<file path="config.mk">
export PLATFORM = sky130hd
export DESIGN_NAME = cellrv32_fetch_prefetch
export DESIGN_NICKNAME = d
export VERILOG_FILES = /design/src/rtl/cellrv32_fetch_prefetch.sv
export SDC_FILE = /design/constraint.sdc
export NUM_CORES = 1
export LEC_CHECK = 0
export ABC_AREA = 1
export CAP_MARGIN = 20
export CORE_UTILIZATION = 56
export DETAILED_ROUTE_END_ITERATION = 10
export HOLD_SLACK_MARGIN = 0.06
export MAX_ROUTING_LAYER = met4
export PLACE_DENSITY_LB_ADDON = 0.08
export SETUP_SLACK_MARGIN = 0.15
export SKIP_CTS_REPAIR_TIMING = 1
export SLEW_MARGIN = 10
export SYNTH_ARGS = -nofsm -noshare
export SYNTH_HDL_FRONTEND = slang
export SYNTH_SLANG_ARGS = --single-unit
</file>
<file path="constraint.sdc">
create_clock -name clk_i -period 1.9 [get_ports clk_i]
set_input_delay 0.38 -clock clk_i [delete_from_list [all_inputs] [get_ports clk_i]]
set_output_delay 0.38 -clock clk_i [all_outputs]
set_load 0.03 [all_outputs]
</file>
<file path="src/rtl/cellrv32_fetch_prefetch.sv">
// Instruction prefetch: one outstanding i-cache word read at a time, responses queued
// in a first-word-fall-through FIFO for decode, with redirect/fence.i flush handling.
module cellrv32_fetch_prefetch #(
    parameter int unsigned PREFETCH_DEPTH = 4,
    parameter logic [31:0] RESET_PC       = 32'h0000_0000
) (
    input  logic        clk_i,
    input  logic        rstn_i,
    input  logic        redirect_i,
    input  logic [31:0] redirect_pc_i,
    input  logic        fence_i_i,
    output logic [31:0] host_addr_o,
    output logic        host_re_o,
    input  logic [31:0] host_rdata_i,
    input  logic        host_ack_i,
    input  logic        host_err_i,
    output logic        cache_clear_o,
    output logic [31:0] instr_o,
    output logic [31:0] instr_pc_o,
    output logic        instr_err_o,
    output logic        instr_valid_o,
    input  logic        instr_ack_i
);

    localparam int unsigned AW = (PREFETCH_DEPTH > 1) ? $clog2(PREFETCH_DEPTH) : 1;
    localparam int unsigned CW = AW + 1;

    typedef enum logic [1:0] {
        S_REQ,
        S_WAIT,
        S_HALT
    } state_t;

    typedef struct packed {
        logic        err;
        logic [31:0] pc;
        logic [31:0] data;
    } entry_t;

    state_t        state;
    state_t        state_nxt;
    logic [31:0]   fetch_pc;
    logic [31:0]   pc_nxt;
    logic          discard;
    logic          discard_nxt;
    logic          run;
    logic          cache_clear;

    entry_t        fifo [PREFETCH_DEPTH];
    logic [AW-1:0] rd_ptr;
    logic [AW-1:0] wr_ptr;
    logic [CW-1:0] fill;
    entry_t        head;
    entry_t        push_entry;

    logic          flush;
    logic          resp;
    logic          push;
    logic          pop;
    logic          issue;
    logic          has_space;

    assign flush      = redirect_i | fence_i_i;
    assign resp       = host_ack_i | host_err_i;
    assign has_space  = (fill < CW'(PREFETCH_DEPTH));
    assign pop        = instr_valid_o & instr_ack_i & ~flush;
    assign push_entry = {host_err_i, fetch_pc, host_rdata_i};

    // Next-state / request / push decode; a flush overrides everything else.
    always_comb begin
        state_nxt   = state;
        pc_nxt      = fetch_pc;
        discard_nxt = discard;
        issue       = 1'b0;
        push        = 1'b0;
        if (flush) begin
            pc_nxt = redirect_pc_i & ~32'h0000_0003;
            if ((state == S_WAIT) && !resp) begin
                state_nxt   = S_WAIT;
                discard_nxt = 1'b1;
            end else begin
                state_nxt   = S_REQ;
                discard_nxt = 1'b0;
            end
        end else begin
            case (state)
                S_REQ: begin
                    if (run && has_space) begin
                        issue     = 1'b1;
                        state_nxt = S_WAIT;
                    end
                end
                S_WAIT: begin
                    if (resp) begin
                        if (discard) begin
                            discard_nxt = 1'b0;
                            state_nxt   = S_REQ;
                        end else if (host_ack_i) begin
                            push      = 1'b1;
                            pc_nxt    = fetch_pc + 32'd4;
                            state_nxt = S_REQ;
                        end else begin
                            push      = 1'b1;
                            state_nxt = S_HALT;
                        end
                    end
                end
                S_HALT: begin
                    state_nxt = S_HALT;
                end
                default: begin
                    state_nxt = S_REQ;
                end
            endcase
        end
    end

    // run keeps the read strobe quiet while reset is asserted.
    always_ff @(posedge clk_i or negedge rstn_i) begin
        if (!rstn_i) begin
            state       <= S_REQ;
            fetch_pc    <= RESET_PC;
            discard     <= 1'b0;
            run         <= 1'b0;
            cache_clear <= 1'b0;
        end else begin
            state       <= state_nxt;
            fetch_pc    <= pc_nxt;
            discard     <= discard_nxt;
            run         <= 1'b1;
            cache_clear <= fence_i_i;
        end
    end

    // Prefetch FIFO storage and pointers.
    always_ff @(posedge clk_i or negedge rstn_i) begin
        if (!rstn_i) begin
            rd_ptr <= '0;
            wr_ptr <= '0;
            fill   <= '0;
            for (int unsigned i = 0; i < PREFETCH_DEPTH; i++) begin
                fifo[AW'(i)] <= '0;
            end
        end else if (flush) begin
            rd_ptr <= '0;
            wr_ptr <= '0;
            fill   <= '0;
        end else begin
            if (push) begin
                fifo[wr_ptr] <= push_entry;
                wr_ptr       <= wr_ptr + AW'(1);
            end
            if (pop) begin
                rd_ptr <= rd_ptr + AW'(1);
            end
            if (push && !pop) begin
                fill <= fill + CW'(1);
            end else if (pop && !push) begin
                fill <= fill - CW'(1);
            end
        end
    end

    assign head          = fifo[rd_ptr];
    assign instr_o       = head.data;
    assign instr_pc_o    = head.pc;
    assign instr_err_o   = head.err;
    assign instr_valid_o = (fill != '0);

    assign host_addr_o   = fetch_pc;
    assign host_re_o     = issue;
    assign cache_clear_o = cache_clear;

endmodule

</file>
==> flow_summary.json <==
{
  "coreArea_um2": 23700,
  "syn-mean-instance-area_um2": 8.22,
  "synth_most_common_cell": "nand2_1",
  "cts.sink_count": 294,
  "min_period_ps": 2340,
  "combPwrFrac_pct": 27.2,
  "internal_power_mw": 12.3,
  "multiInputGateArea_um2": 6120,
  "ir_drop_mv": 0.678,
  "seqPwrFrac_pct": 40.0,
  "avgViaCountPerCell": 5.64,
  "synth-seq-area-share_pct": 54.0,
  "drt-wirelength-per-cell_um": 17.4,
  "grt_pass1_vias": 11458,
  "antenna_found_initial": 0,
  "switching_share_pct": 31.2,
  "total_power_mw": 17.9,
  "timing.final.ws_setup_ps": -442,
  "num_io_pins": 171,
  "r2r_cells": 12,
  "async_reset_ff_share_pct": 100,
  "rsz0062_at_grt": "yes",
  "rows": 56,
  "cts_tree": "done",
  "die_h_um": 158,
  "p_sw_mw": 5.58,
  "reg2reg_slack_ps": 190,
  "grt_overflow": 0,
  "diodes": 0,
  "synthDistinctLibCells": 36,
  "hold_ws_ps": 343,
  "grt_pass1_wl_mm": 58.1,
  "drt_iter0_drc": 920,
  "synth_simple_gate_area_share_pct": 19.8,
  "area_growth_pct": 33.6,
  "cp-end-kind": "output pin",
  "synth_common_cells": "407 x nand2_1, 294 x dfrtp_1, 233 x o21ai_0",
  "synth_edf_count": 0,
  "final_nets": 1920,
  "drc": 0,
  "placedCellCount": 2112,
  "drive_above_1_share_pct": 19.9,
  "synth_mux_area_share_pct": 0,
  "netlist_instances": 1657,
  "synth_top_family_by_area": "simple AND/OR/NAND/NOR gates",
  "netlist_area_um2": 13600,
  "yosys.area.top_type_share_pct": 54.0,
  "status": "finished, violations left",
  "cts_made_buffers": 31,
  "cap_violations": 0,
  "grt_use_total_pct": 30.5,
  "yosys_warnings": 0,
  "cts-root-buf": "clkbuf_16",
  "via_count": 12321,
  "h-tree-depth": 1,
  "ant_nets": 0,
  "finalHoldViolCount": 0,
  "fin_cells": 2185,
  "synthAdderAreaFrac_pct": 0.606,
  "grt_max_degree": 61,
  "io_buffers": 164,
  "cp.required_ps": 1520,
  "cp-start-kind": "register",
  "crit_type": "reg -> out",
  "dpl_worst_slack_ps": -226,
  "synth_ff_type": "dfrtp_1",
  "gp_congestion": 0.887,
  "power_density_nw_per_um2": 983,
  "drt-pass1-iter-count": 6,
  "routed_wl_mm": 38.0,
  "cp.arrival_ps": 1960,
  "finClkSkew_ps": 12.2,
  "start_util_pct": 57.5,
  "place_hpwl_mm": 23.5,
  "seq_area_um2": 7360,
  "synth_top_cell_by_area": "dfrtp_1",
  "synthXorXnorAreaFrac_pct": 0.450,
  "violations": "negative setup slack",
  "synth_seq_cells": 294,
  "fmax_ghz": 0.427,
  "cp-startpoint": "rd_ptr[0]",
  "period_share_pct": 123,
  "slew_violations": 0,
  "die_x_um": 158,
  "n_fill_cell": 1710,
  "cp_max_fo": 22,
  "ys_top_cells_by_area": "dfrtp_1 54%, nand2_1 11%, o21ai_0 8.6%, o21ai_1 5.7%, nor2_1 5.5%",
  "leakage_nw": 8.81,
  "clkLatencyLatePin_ps": 560,
  "reg2reg_from": "fill[2]",
  "clkTransAtPathRegs_ps": 60,
  "p_clk_share_pct": 32.8,
  "die-area_um2": 25000,
  "finalSetupViolCount": 63,
  "synth_compound_area_share_pct": 18.3,
  "clockBufferDepth": 3,
  "holdCritPathClass": "in -> async"
}
[through the flow]
step | area (um2) | utilization (%) | TNS, ps
final | 18200 | 76.9 | -24180
after global routing | 18200 | 76.9 | -27350
after CTS | 17500 | 73.8 | -33730
after detailed placement | 16500 | 69.6 | -21370
after global placement | 16500 | 69.6 | -16420
after floorplan | 14100 | - | 0
[per-layer routing]
| layer | GRT usage, % | vias to the layer above | part of all wire [%] |
|---|---|---|---|
| met2 | 48.9 | 450 | 49 |
| met3 | 3.50 | 63 | 6.0 |
| met5 | - | - | 0 |
| met1 | 42.2 | 5942 | 44 |
| li1 | - | 5866 | - |
| met4 | 6.14 | 0 | 1.8 |
[logic make-up (layout without fill, tap and decap cells)]
kind of cell,Yosys count,count (layout)
and+or+nand+nor,674,674
AOI/OAI and AO/OA,474,474
adders and majority gates,6,6
buffers and inverters,200,406
other,2,5
DFF,294,294
xor gates and xnor gates,7,7
[cell type report]
cell class,instances,share of cell area [%]
clock buffer,52,5.35
clock inverter,4,0.131
inverter,94,2.03
multi-input combinational,1166,33.6
sequential,294,40.5
tap,319,2.19
timing repair buffer,256,16.2
[worst max-delay path: stages (launching register included)]
cell       delay (ps)
dfrtp_4           550
clkinv_8          170
clkbuf_16         240
o21ai_2           190
o22ai_4            80
buf_4             170
[state kept, by name, summed over array words and instances (netlist names)]
signal         flops
cache_clear_o      1
discard            1
fifo             252
fill               3
host_addr_o       30
rd_ptr             2
run                1
state              2
wr_ptr             2
[cell usage in the layout, fill, tap and decap left out, drive strengths merged, types with 9 or more instances in the layout]
cell type	netlist	layout
buf	42	150
a21oi	9	9
nor2	202	202
nand3	49	49
o22ai	63	63
inv	93	93
nand4	9	9
o21ai	393	393
dlymetal6s2s	0	29
clkdlybuf4s50	0	65
nand2	412	412
dfrtp	294	294
clkbuf	64	62
[worst paths after layout]
kind / endpoint
max in group asynchronous: fifo[232]
worst min register to register: fifo[72]
min in group clk_i: state[0]
worst min-delay path: fifo[23]
worst max register to register: fill[2]
worst max-delay path: instr_pc_o[27]
[power by group through the flow]
stage,clock network (mW),logic [mW],registers [mW]
after global routing,6.17,5.22,7.22
after CTS,5.92,4.62,7.13
final,5.87,4.87,7.15
after floorplan,0,2.65,7.29
after global placement,0,4.53,7.22
after detailed placement,0,4.60,7.23
(Power assumes the default switching activity.)
